$ cat src/rtl/multi_chooser.sv
//==============================================================================
// multi_chooser -- N-way confidence-counter chooser for the branch predictor.
// Optional feature macro: MULTI_CHOOSER_GHR_HASH_EN (XOR history into index).
// Revision: 1.0
//==============================================================================
`timescale 1ns/1ps
`default_nettype none

module multi_chooser #(
  parameter int INSTR_PER_FETCH = 2,
  parameter int NUM_PRED        = 3,
  parameter int ENTRIES         = 256,
  parameter int CTR_BITS        = 2,
  parameter int GHR_BITS        = 8,
  parameter int PC_BITS         = 39,
  parameter int ALIGN_BITS      = 1,
  localparam int IDX    = $clog2(ENTRIES),
  localparam int SEL_W  = $clog2(NUM_PRED),
  localparam int SLOT_W = (INSTR_PER_FETCH > 1) ? $clog2(INSTR_PER_FETCH) : 1
) (
  input  logic                                clk_i,
  input  logic                                rst_i,
  input  logic                                flush_i,
  output logic                                ready_o,
  input  logic                                lookup_valid_i,
  input  logic [PC_BITS-1:0]                  vpc_i,
  input  logic [INSTR_PER_FETCH*NUM_PRED-1:0] comp_taken_i,
  output logic                                pred_valid_o,
  output logic [INSTR_PER_FETCH*SEL_W-1:0]    sel_o,
  output logic [INSTR_PER_FETCH-1:0]          taken_o,
  output logic [IDX-1:0]                      index_o,
  input  logic                                update_valid_i,
  input  logic [IDX-1:0]                      update_index_i,
  input  logic [SLOT_W-1:0]                   update_slot_i,
  input  logic                                update_taken_i,
  input  logic [NUM_PRED-1:0]                 update_comp_taken_i
);

  localparam int SW = NUM_PRED * CTR_BITS;
  localparam int EW = INSTR_PER_FETCH * SW;
  localparam logic [CTR_BITS-1:0] C_CTR_INIT   = {1'b1, {(CTR_BITS-1){1'b0}}};
  localparam logic [CTR_BITS-1:0] C_CTR_MAX    = '1;
  localparam logic [EW-1:0]       C_ENTRY_INIT = {(INSTR_PER_FETCH*NUM_PRED){C_CTR_INIT}};

  typedef enum logic {ST_INIT = 1'b0, ST_RUN = 1'b1} state_t;

  state_t               r_state, w_state_nxt;
  logic [IDX-1:0]       r_ptr, w_ptr_nxt;
  logic [GHR_BITS-1:0]  r_ghr;
  logic [EW-1:0]        r_tab [ENTRIES];

  logic                              w_lk_acc;
  logic [IDX-1:0]                    w_lk_idx;
  logic [IDX-1:0]                    w_ghr_ext;
  logic [EW-1:0]                     w_lk_entry;
  logic [INSTR_PER_FETCH*SEL_W-1:0]  w_lk_sel;
  logic [CTR_BITS-1:0]               w_best;
  logic [SEL_W-1:0]                  w_bsel;
  logic                              r_pred_valid;
  logic [INSTR_PER_FETCH*SEL_W-1:0]  r_sel;
  logic [IDX-1:0]                    r_index;

  logic                 w_upd_acc;
  logic                 r_u1_valid;
  logic [IDX-1:0]       r_u1_idx;
  logic [SLOT_W-1:0]    r_u1_slot;
  logic                 r_u1_taken;
  logic [NUM_PRED-1:0]  r_u1_comp;
  logic [SW-1:0]        r_u1_ctr;
  logic                 w_u1_fwd;
  logic                 w_u2_we;
  logic [SW-1:0]        w_u2_new;
  logic [CTR_BITS-1:0]  w_cur;

  //--------------------------------------------------------------------------
  // Init sweep FSM
  //--------------------------------------------------------------------------
  always_ff @(posedge clk_i) begin
    if (rst_i) begin
      r_state <= ST_INIT;
      r_ptr   <= '0;
    end else begin
      r_state <= w_state_nxt;
      r_ptr   <= w_ptr_nxt;
    end
  end

  always_comb begin
    w_state_nxt = r_state;
    w_ptr_nxt   = r_ptr;
    if (flush_i) begin
      w_state_nxt = ST_INIT;
      w_ptr_nxt   = '0;
    end else if (r_state == ST_INIT) begin
      w_ptr_nxt = r_ptr + 1'b1;
      if (r_ptr == IDX'(ENTRIES-1)) w_state_nxt = ST_RUN;
    end
  end

  assign ready_o = (r_state == ST_RUN);

  //--------------------------------------------------------------------------
  // Table storage: init sweep owns the write port outside RUN
  //--------------------------------------------------------------------------
  always_ff @(posedge clk_i) begin
    if (r_state == ST_INIT) begin
      r_tab[r_ptr] <= C_ENTRY_INIT;
    end else if (w_u2_we) begin
      r_tab[r_u1_idx][r_u1_slot*SW +: SW] <= w_u2_new;
    end
  end

  //--------------------------------------------------------------------------
  // Lookup
  //--------------------------------------------------------------------------
  always_comb begin
    w_ghr_ext = '0;
    w_ghr_ext[GHR_BITS-1:0] = r_ghr;
  end

`ifdef MULTI_CHOOSER_GHR_HASH_EN
  assign w_lk_idx = vpc_i[ALIGN_BITS +: IDX] ^ w_ghr_ext;
`else
  assign w_lk_idx = vpc_i[ALIGN_BITS +: IDX];
`endif

  assign w_lk_acc   = lookup_valid_i & ready_o & ~flush_i;
  assign w_lk_entry = r_tab[w_lk_idx];

  // Strict compare keeps ties on the lowest-numbered component
  always_comb begin
    w_lk_sel = '0;
    w_best   = '0;
    w_bsel   = '0;
    for (int s = 0; s < INSTR_PER_FETCH; s++) begin
      w_best = w_lk_entry[s*SW +: CTR_BITS];
      w_bsel = '0;
      for (int c = 1; c < NUM_PRED; c++) begin
        if (w_lk_entry[s*SW + c*CTR_BITS +: CTR_BITS] > w_best) begin
          w_best = w_lk_entry[s*SW + c*CTR_BITS +: CTR_BITS];
          w_bsel = SEL_W'(c);
        end
      end
      w_lk_sel[s*SEL_W +: SEL_W] = w_bsel;
    end
  end

  always_ff @(posedge clk_i) begin
    if (rst_i) begin
      r_pred_valid <= 1'b0;
      r_sel        <= '0;
      r_index      <= '0;
    end else begin
      r_pred_valid <= w_lk_acc;
      if (w_lk_acc) begin
        r_sel   <= w_lk_sel;
        r_index <= w_lk_idx;
      end
    end
  end

  assign pred_valid_o = r_pred_valid;
  assign sel_o        = r_sel;
  assign index_o      = r_index;

  always_comb begin
    taken_o = '0;
    for (int s = 0; s < INSTR_PER_FETCH; s++) begin
      taken_o[s] = r_pred_valid & comp_taken_i[s*NUM_PRED + int'(r_sel[s*SEL_W +: SEL_W])];
    end
  end

  //--------------------------------------------------------------------------
  // Update pipeline: U1 captures counters, U2 computes and writes back
  //--------------------------------------------------------------------------
  assign w_upd_acc = update_valid_i & ready_o & ~flush_i;
  assign w_u2_we   = r_u1_valid & ready_o & ~flush_i & ~rst_i;
  assign w_u1_fwd  = w_u2_we && (r_u1_idx == update_index_i) && (r_u1_slot == update_slot_i);

  always_ff @(posedge clk_i) begin
    if (rst_i || flush_i) begin
      r_u1_valid <= 1'b0;
      r_ghr      <= '0;
    end else begin
      r_u1_valid <= w_upd_acc;
      if (w_upd_acc) r_ghr <= {r_ghr[GHR_BITS-2:0], update_taken_i};
    end
  end

  // Forwarding makes back-to-back updates to one slot compose sequentially
  always_ff @(posedge clk_i) begin
    if (w_upd_acc) begin
      r_u1_idx   <= update_index_i;
      r_u1_slot  <= update_slot_i;
      r_u1_taken <= update_taken_i;
      r_u1_comp  <= update_comp_taken_i;
      r_u1_ctr   <= w_u1_fwd ? w_u2_new : r_tab[update_index_i][update_slot_i*SW +: SW];
    end
  end

  always_comb begin
    w_u2_new = r_u1_ctr;
    w_cur    = '0;
    if ((|r_u1_comp) && !(&r_u1_comp)) begin
      for (int c = 0; c < NUM_PRED; c++) begin
        w_cur = r_u1_ctr[c*CTR_BITS +: CTR_BITS];
        if (r_u1_comp[c] == r_u1_taken) begin
          if (w_cur != C_CTR_MAX) w_cur = w_cur + 1'b1;
        end else if (w_cur != '0) begin
          w_cur = w_cur - 1'b1;
        end
        w_u2_new[c*CTR_BITS +: CTR_BITS] = w_cur;
      end
    end
  end

endmodule

`default_nettype wire
$ cat config.mk
export PLATFORM = sky130hd
export DESIGN_NAME = multi_chooser
export DESIGN_NICKNAME = d
export VERILOG_FILES = /design/src/rtl/multi_chooser.sv
export SDC_FILE = /design/constraint.sdc
export NUM_CORES = 2
export LEC_CHECK = 0
export BUFFER_PORTS_ARGS = -buffer_cell sky130_fd_sc_hd__buf_2
export CAP_MARGIN = 20
export CORE_UTILIZATION = 40
export CTS_BUF_LIST = sky130_fd_sc_hd__clkbuf_8
export DETAILED_ROUTE_END_ITERATION = 7
export SYNTH_ARGS = -nofsm -noshare
export SYNTH_HDL_FRONTEND = slang
export SYNTH_SLANG_ARGS = --single-unit
$ cat constraint.sdc
create_clock -name clk_i -period 18.54 [get_ports clk_i]
set_input_delay 2.781 -clock clk_i [delete_from_list [all_inputs] [get_ports clk_i]]
set_output_delay 2.781 -clock clk_i [all_outputs]
set_load 0.03 [all_outputs]
# == Yosys cells after proc, flatten, opt, wreduce, memory -nomap -nowiden ==
# Memories as Yosys holds them, arrays and structs flattened.
# Cells that the tools add are included.
# op_classes
magnitude_cmp,6
multipliers,2
shifts,3
reduce_logical,12
bitwise_logic,11
n_eq_ne,9
n_addsub,9
mux,31
# ops
op,n
$mux 12,3
$neg 4->34,1
$shift 6x34->12 const A,1
$shiftx 6x34->12,1
$mux 2,13
$mux 6,2
$reduce_or 12->1,1
$shiftx 12x5->6,1
$mux 1,10
$and 1x1->1,9
$add 8x1->8 const B,1
$eq 8x8->1,1
$eq 8x8->1 const B,1
$gt 2x2->1,4
$mux 8,1
$add 2x1->2 const B,3
$mul 1x2->3 const B,2
$ne 2x2->1 const B,3
$reduce_bool 2->1,3
$sub 2x1->2 const B,3
$eq 1x1->1,4
$lt 2x4->1 const B,1
$lt 3x4->1 const B,1
$add 2x2->3 const A,1
other kinds (9),12
# word_totals
ram_bits,3072
in_bits,63
reg_bits,42
mem_count,1
output_inout_bits,16
elab_cells,95
# memory_table
memory,words,width,rd,rd_ports_with_merged_regs,write_ports,line,text
r_tab,256,12,2,0,1,50,logic [EW-1:0] r_tab [ENTRIES];

# == Longest topological paths before layout ==
# logic_depth
word_depth,8
depth_mapped,23
depth_no_buf,17

# == Least setup slack after synthesis ==
# OpenSTA, ideal clock, no wires.
# synth_path
path_kind,input-to-reg
from,input rst_i
to,memory r_tab[0][0] in the netlist's numbering (data pin)
slack_ps,3415
path_stages,4
arrival_ps,13029
n_path_buf,2
cell_sequence,nand4bb_1 clkbuf_1 clkbuf_1 nor3_1
# synth_between
elab_chain_len,7
# synth_lines
element,line,text
from (decl),22,"input logic rst_i,"
$not 1->1,177,assign w_u2_we = r_u1_valid & ready_o & ~flush_i & ~rst_i;
$and 1x1->1,177,
$mux 1,108,end else if (w_u2_we) begin
$mux 1,106,if (r_state == ST_INIT) begin
$mux 12 (implied by the code),109,r_tab[r_u1_idx][r_u1_slot*SW +: SW] <= w_u2_new;
$reduce_or 12->1 (no source line),n/a,
$mux 12 (no source line),n/a,
to (decl),50,
# Every way passes these cells.

# == Worst setup path in the final report ==
# layout_path
from,input vpc_i[2]
to,"register r_sel[3], in the netlist sel_o[3]"
# layout_between
elab_chain_len,5
# layout_lines
element,line,text
from (decl),26,"input logic [PC_BITS-1:0] vpc_i,"
$mem_v2 256x12 (*),n/a,
$gt 2x2->1,139,if (w_lk_entry[s*SW + c*CTR_BITS +: CTR_BITS] > w_best) begin
$mux 2,139,
$gt 2x2->1 (*),139,
$mux 2 (*),139,
to (signal assigned),156,r_sel <= w_lk_sel;
to (decl),60,logic [INSTR_PER_FETCH*SEL_W-1:0] r_sel;
# Mark *: on every way between the ends. The rest lies on a longest branch, timed or not.
# A chain may end at the register's enable or synchronous reset.

==> out/metrics.csv <==
stage,metric,value,unit
setup_path,critical-path cell list,"buf_8, buf_4, buf_4, buf_4, mux4_2, mux4_2, a22oi_1, a21oi_1, nor4_2, ha_1, o22ai_1, o21ai_0, ha_1, inv_1, a21oi_1, a21oi_1, nor2_1, a211oi_1",
floorplanning,full die area,0.371,mm2
logic_synthesis,Post-Synth XOR/XNOR Area,0.0950,%
route,drt wl/cell,39.7,um
layout,post-route cell area,0.162,mm2
layout,area delta synth->final,10.0,%
logic_synthesis,Synth top area share,63.0,%
place,Setup WS pre-CTS,8230,ps
setup_path,CP arrival,10560,ps
route,first-pass iteration count of the detailed router,6,
global_route,largest net degree at the start of global routing,225,
logic_synthesis,Syn. warnings,0,
floorplanning,IO Count,79,
pwr,PwrDens,88.2,mW/mm2
sta,final setup margin,9080,ps
floorplanning,Die Wd,609,um
clocking,clk slew on worst S/H paths,50,ps
global_route,gr ovfl total,0,
setup_path,Worst Path Buf+Inv,5,
logic_synthesis,mean post-synth cell area,19.3,um2
worst_hold_path,Hold/Removal Path Class,reg -> reg,
setup_path,peak per-stage delay on the critical path,750,ps
global_route,GRT Overall Usage,27.5,%
sta,worst-margin pin slew,1270,ps
route,DR DRC count,0,
global_route,vias in the first global route,87400,
setup_path,CP Max Fanout,57,
route,Antenna Nets Post-Route,0,
global_route,initial antenna violation count,44,
setup_path,Crit path max-delay family,compound AO/OA/AOI/OAI gates,
layout,share of layout cells above drive strength 1,32.1,%
route,Starting DRT DRC Count,13800,
setup_path,Critical Path RT,19650,ps
sta,period utilization,51.0,%
logic_synthesis,simple-gate share of the synthesized area,3.88,%
sta,Fmax,106,MHz
place,"Cell Area, Placed",0.152,mm2
sta,clock skew,64.3,ps
route,vias,88700,
logic_synthesis,post-synthesis register bit count,3114,
pwr,Max IR drop VDD,0.0000722,V
status,status,"finished, final reports clean",
sta,RSZ-0062 raised after global routing,no,
clocking,worst skew pair latency,1210,ps
setup_path,critical path type,in -> reg,
route,final wirelength,520,mm
clocking,cts hold-fix bufs,0,
global_route,first-pass GRT wire length,711,mm
sta,Final setup viols,0,
clocking,CTS buffer count,530,
logic_synthesis,Gate Count Post-Synth,7645,
sta,max-slew violations,0,
setup_path,crit end category,flip-flop,
setup_path,Critical Path Start Type,input port,
logic_synthesis,synth top area cells,"edfxtp_1, mux4_2, mux2i_1, nor2_1, a22oi_1",
logic_synthesis,Synth Net Count,7720,
place,dpl hpwl,342,mm
route,vias per cell,6.77,
logic_synthesis,Synth async-reset ratio,0,%
layout,Final Util,44.3,%
floorplanning,CORE AREA,0.366,mm2
logic_synthesis,mux cell area share after synthesis,26.8,%
clocking,PostCTS Resize Cnt,0,
floorplanning,Die Ht,609,um
pwr,leak pwr,55.1,nW
logic_synthesis,Synth Area in Compound Gates,3.30,%
setup_path,Slowest cell on crit path,buf_4,
clocking,H-tree depth,6,
logic_synthesis,"Seq/Total Area, Yosys",63.3,%
logic_synthesis,post-synth top area cell,edfxtp_1,
floorplanning,row count,222,
logic_synthesis,Main synth FF type,edfxtp_1,
clocking,postcts setup bufs,0,
clocking,clock buffer depth,4,
logic_synthesis,Netlist Area Pre-Place,0.147,mm2
clocking,TritonCTS clock tree,yes,
place,GPL Wtd Cong,0.948,
sta,final hold violation count,0,
logic_synthesis,largest family of logic cells by synthesized area,multiplexers,
sta,total negative slack,0,ps
layout,Final nets,7935,
clocking,clock root cell,clkbuf_8,
sta,headroom to the max-slew limit,15.4,%
logic_synthesis,Post-synth EDFFs,3091,
logic_synthesis,Cell variety after synth,93,
logic_synthesis,Synth Area in Adders,0.102,%
sta,min Tclk post-route,9460,ps
floorplanning,Initial Utilization,40.3,%
clocking,clk sinks,3114,
job,maxcap violations,0,
pwr,Tot Pwr,14.3,mW
place,Port Buffer Count,47,
-- cell families after synthesis --
logic type,after synthesis
flip-flops,3114
buffers and inverters,641
adder cells (fa/ha/maj),12
XOR/XNOR,16
AO/OA/AOI/OAI,699
AND/OR/NAND/NOR,1259
multiplexers,1904
-- worst min-delay path: cells and delay by family, from the launching register on --
kind,cells,cell delay (ps)
compound gates,1,50
flops,1,300
simple gates,1,50
-- final timing paths --
| path | slack (ps) | startpoint | endpoint | depth (start not counted) |
|---|---|---|---|---|
| setup / recovery | 9080 | vpc_i[2] | sel_o[3] | 18 |
| hold / removal | 450 | index_o[1] | index_o[1] | 2 |
| setup reg to reg | 12880 | r_tab[9][8] | sel_o[3] | 15 |
| hold reg to reg | 450 | index_o[1] | index_o[1] | 2 |
-- power breakdown --
part | switching [mW] | leakage (nW) | internal, mW
clock | 2.94 | 5.46 | 2.93
sequential | 0.00137 | 33.6 | 7.62
combinational | 0.560 | 16.0 | 0.261
total | 3.50 | 55.1 | 10.8
-- metal layers --
layer | vias up | part of all wire, % | track usage, % | routed length (um)
li1 | 33400 | - | - | -
met1 | 47600 | 36 | 36.4 | 189000
met2 | 6528 | 45 | 41.6 | 235000
met3 | 1230 | 13 | 8.28 | 66300
met4 | 18 | 5.7 | 13.5 | 29800
met5 | - | 0.028 | 0 | 146
-- metrics by stage --
stage,instances,hold slack [ps]
after floorplan,7645,536
after global placement,12100,449
after detailed placement,12100,451
after CTS,13100,458
after global routing,13100,480
final,13100,453
-- Yosys cell counts (33+ instances only) --
library cell	n
nor3_1	79
buf_6	57
o221ai_1	55
edfxtp_1	3091
mux4_2	1594
buf_1	65
buf_2	160
nand2_1	201
o22ai_1	113
a211oi_1	45
buf_4	83
nor2b_1	33
nand3_1	85
nor2_1	659
clkbuf_1	219
mux2i_1	251
a21oi_1	122
a22oi_1	151
o21ai_0	47
-- final cells by class --
type	count	area [um2]
fillers	31300	204000
flip-flops and latches	3114	93300
multi-input cells	3890	50600
clock buffers	541	7450
well taps	4816	6030
repair buffers	303	2540
clock inverters	382	2150
inverters	21	96.3
diodes	32	80.1
-- cells in the final DEF (no fill, tap or decap), types with 19 or more instances in the layout --
cell	instances
clkinv_2	42
buf_2	40
nor2_1	650
mux4_1	27
nand2_1	200
mux2_2	31
clkbuf_8	541
diode_2	32
nand3_1	85
o221ai_1	55
and2_1	24
nor3_1	76
nand2b_1	27
clkinvlp_4	19
o21ai_0	41
clkinv_1	116
nor2b_1	25
o22ai_1	113
buf_12	21
inv_1	175
nand4_1	25
a21oi_1	122
a22oi_1	151
buf_4	228
edfxtp_1	3091
mux4_2	1594
a211oi_1	45
dfxtp_1	23
mux2i_1	251
o211ai_1	20
-- flip-flops by register name, indices dropped and copies added, names as in the netlist, 3 cells and up --
signal and cells:
r_tab 3072, index_o 8, r_ptr 8, r_u1_idx 8, r_u1_ctr 6, sel_o 4
r_u1_comp 3
No activity file was read; power rests on OpenSTA's default activity.
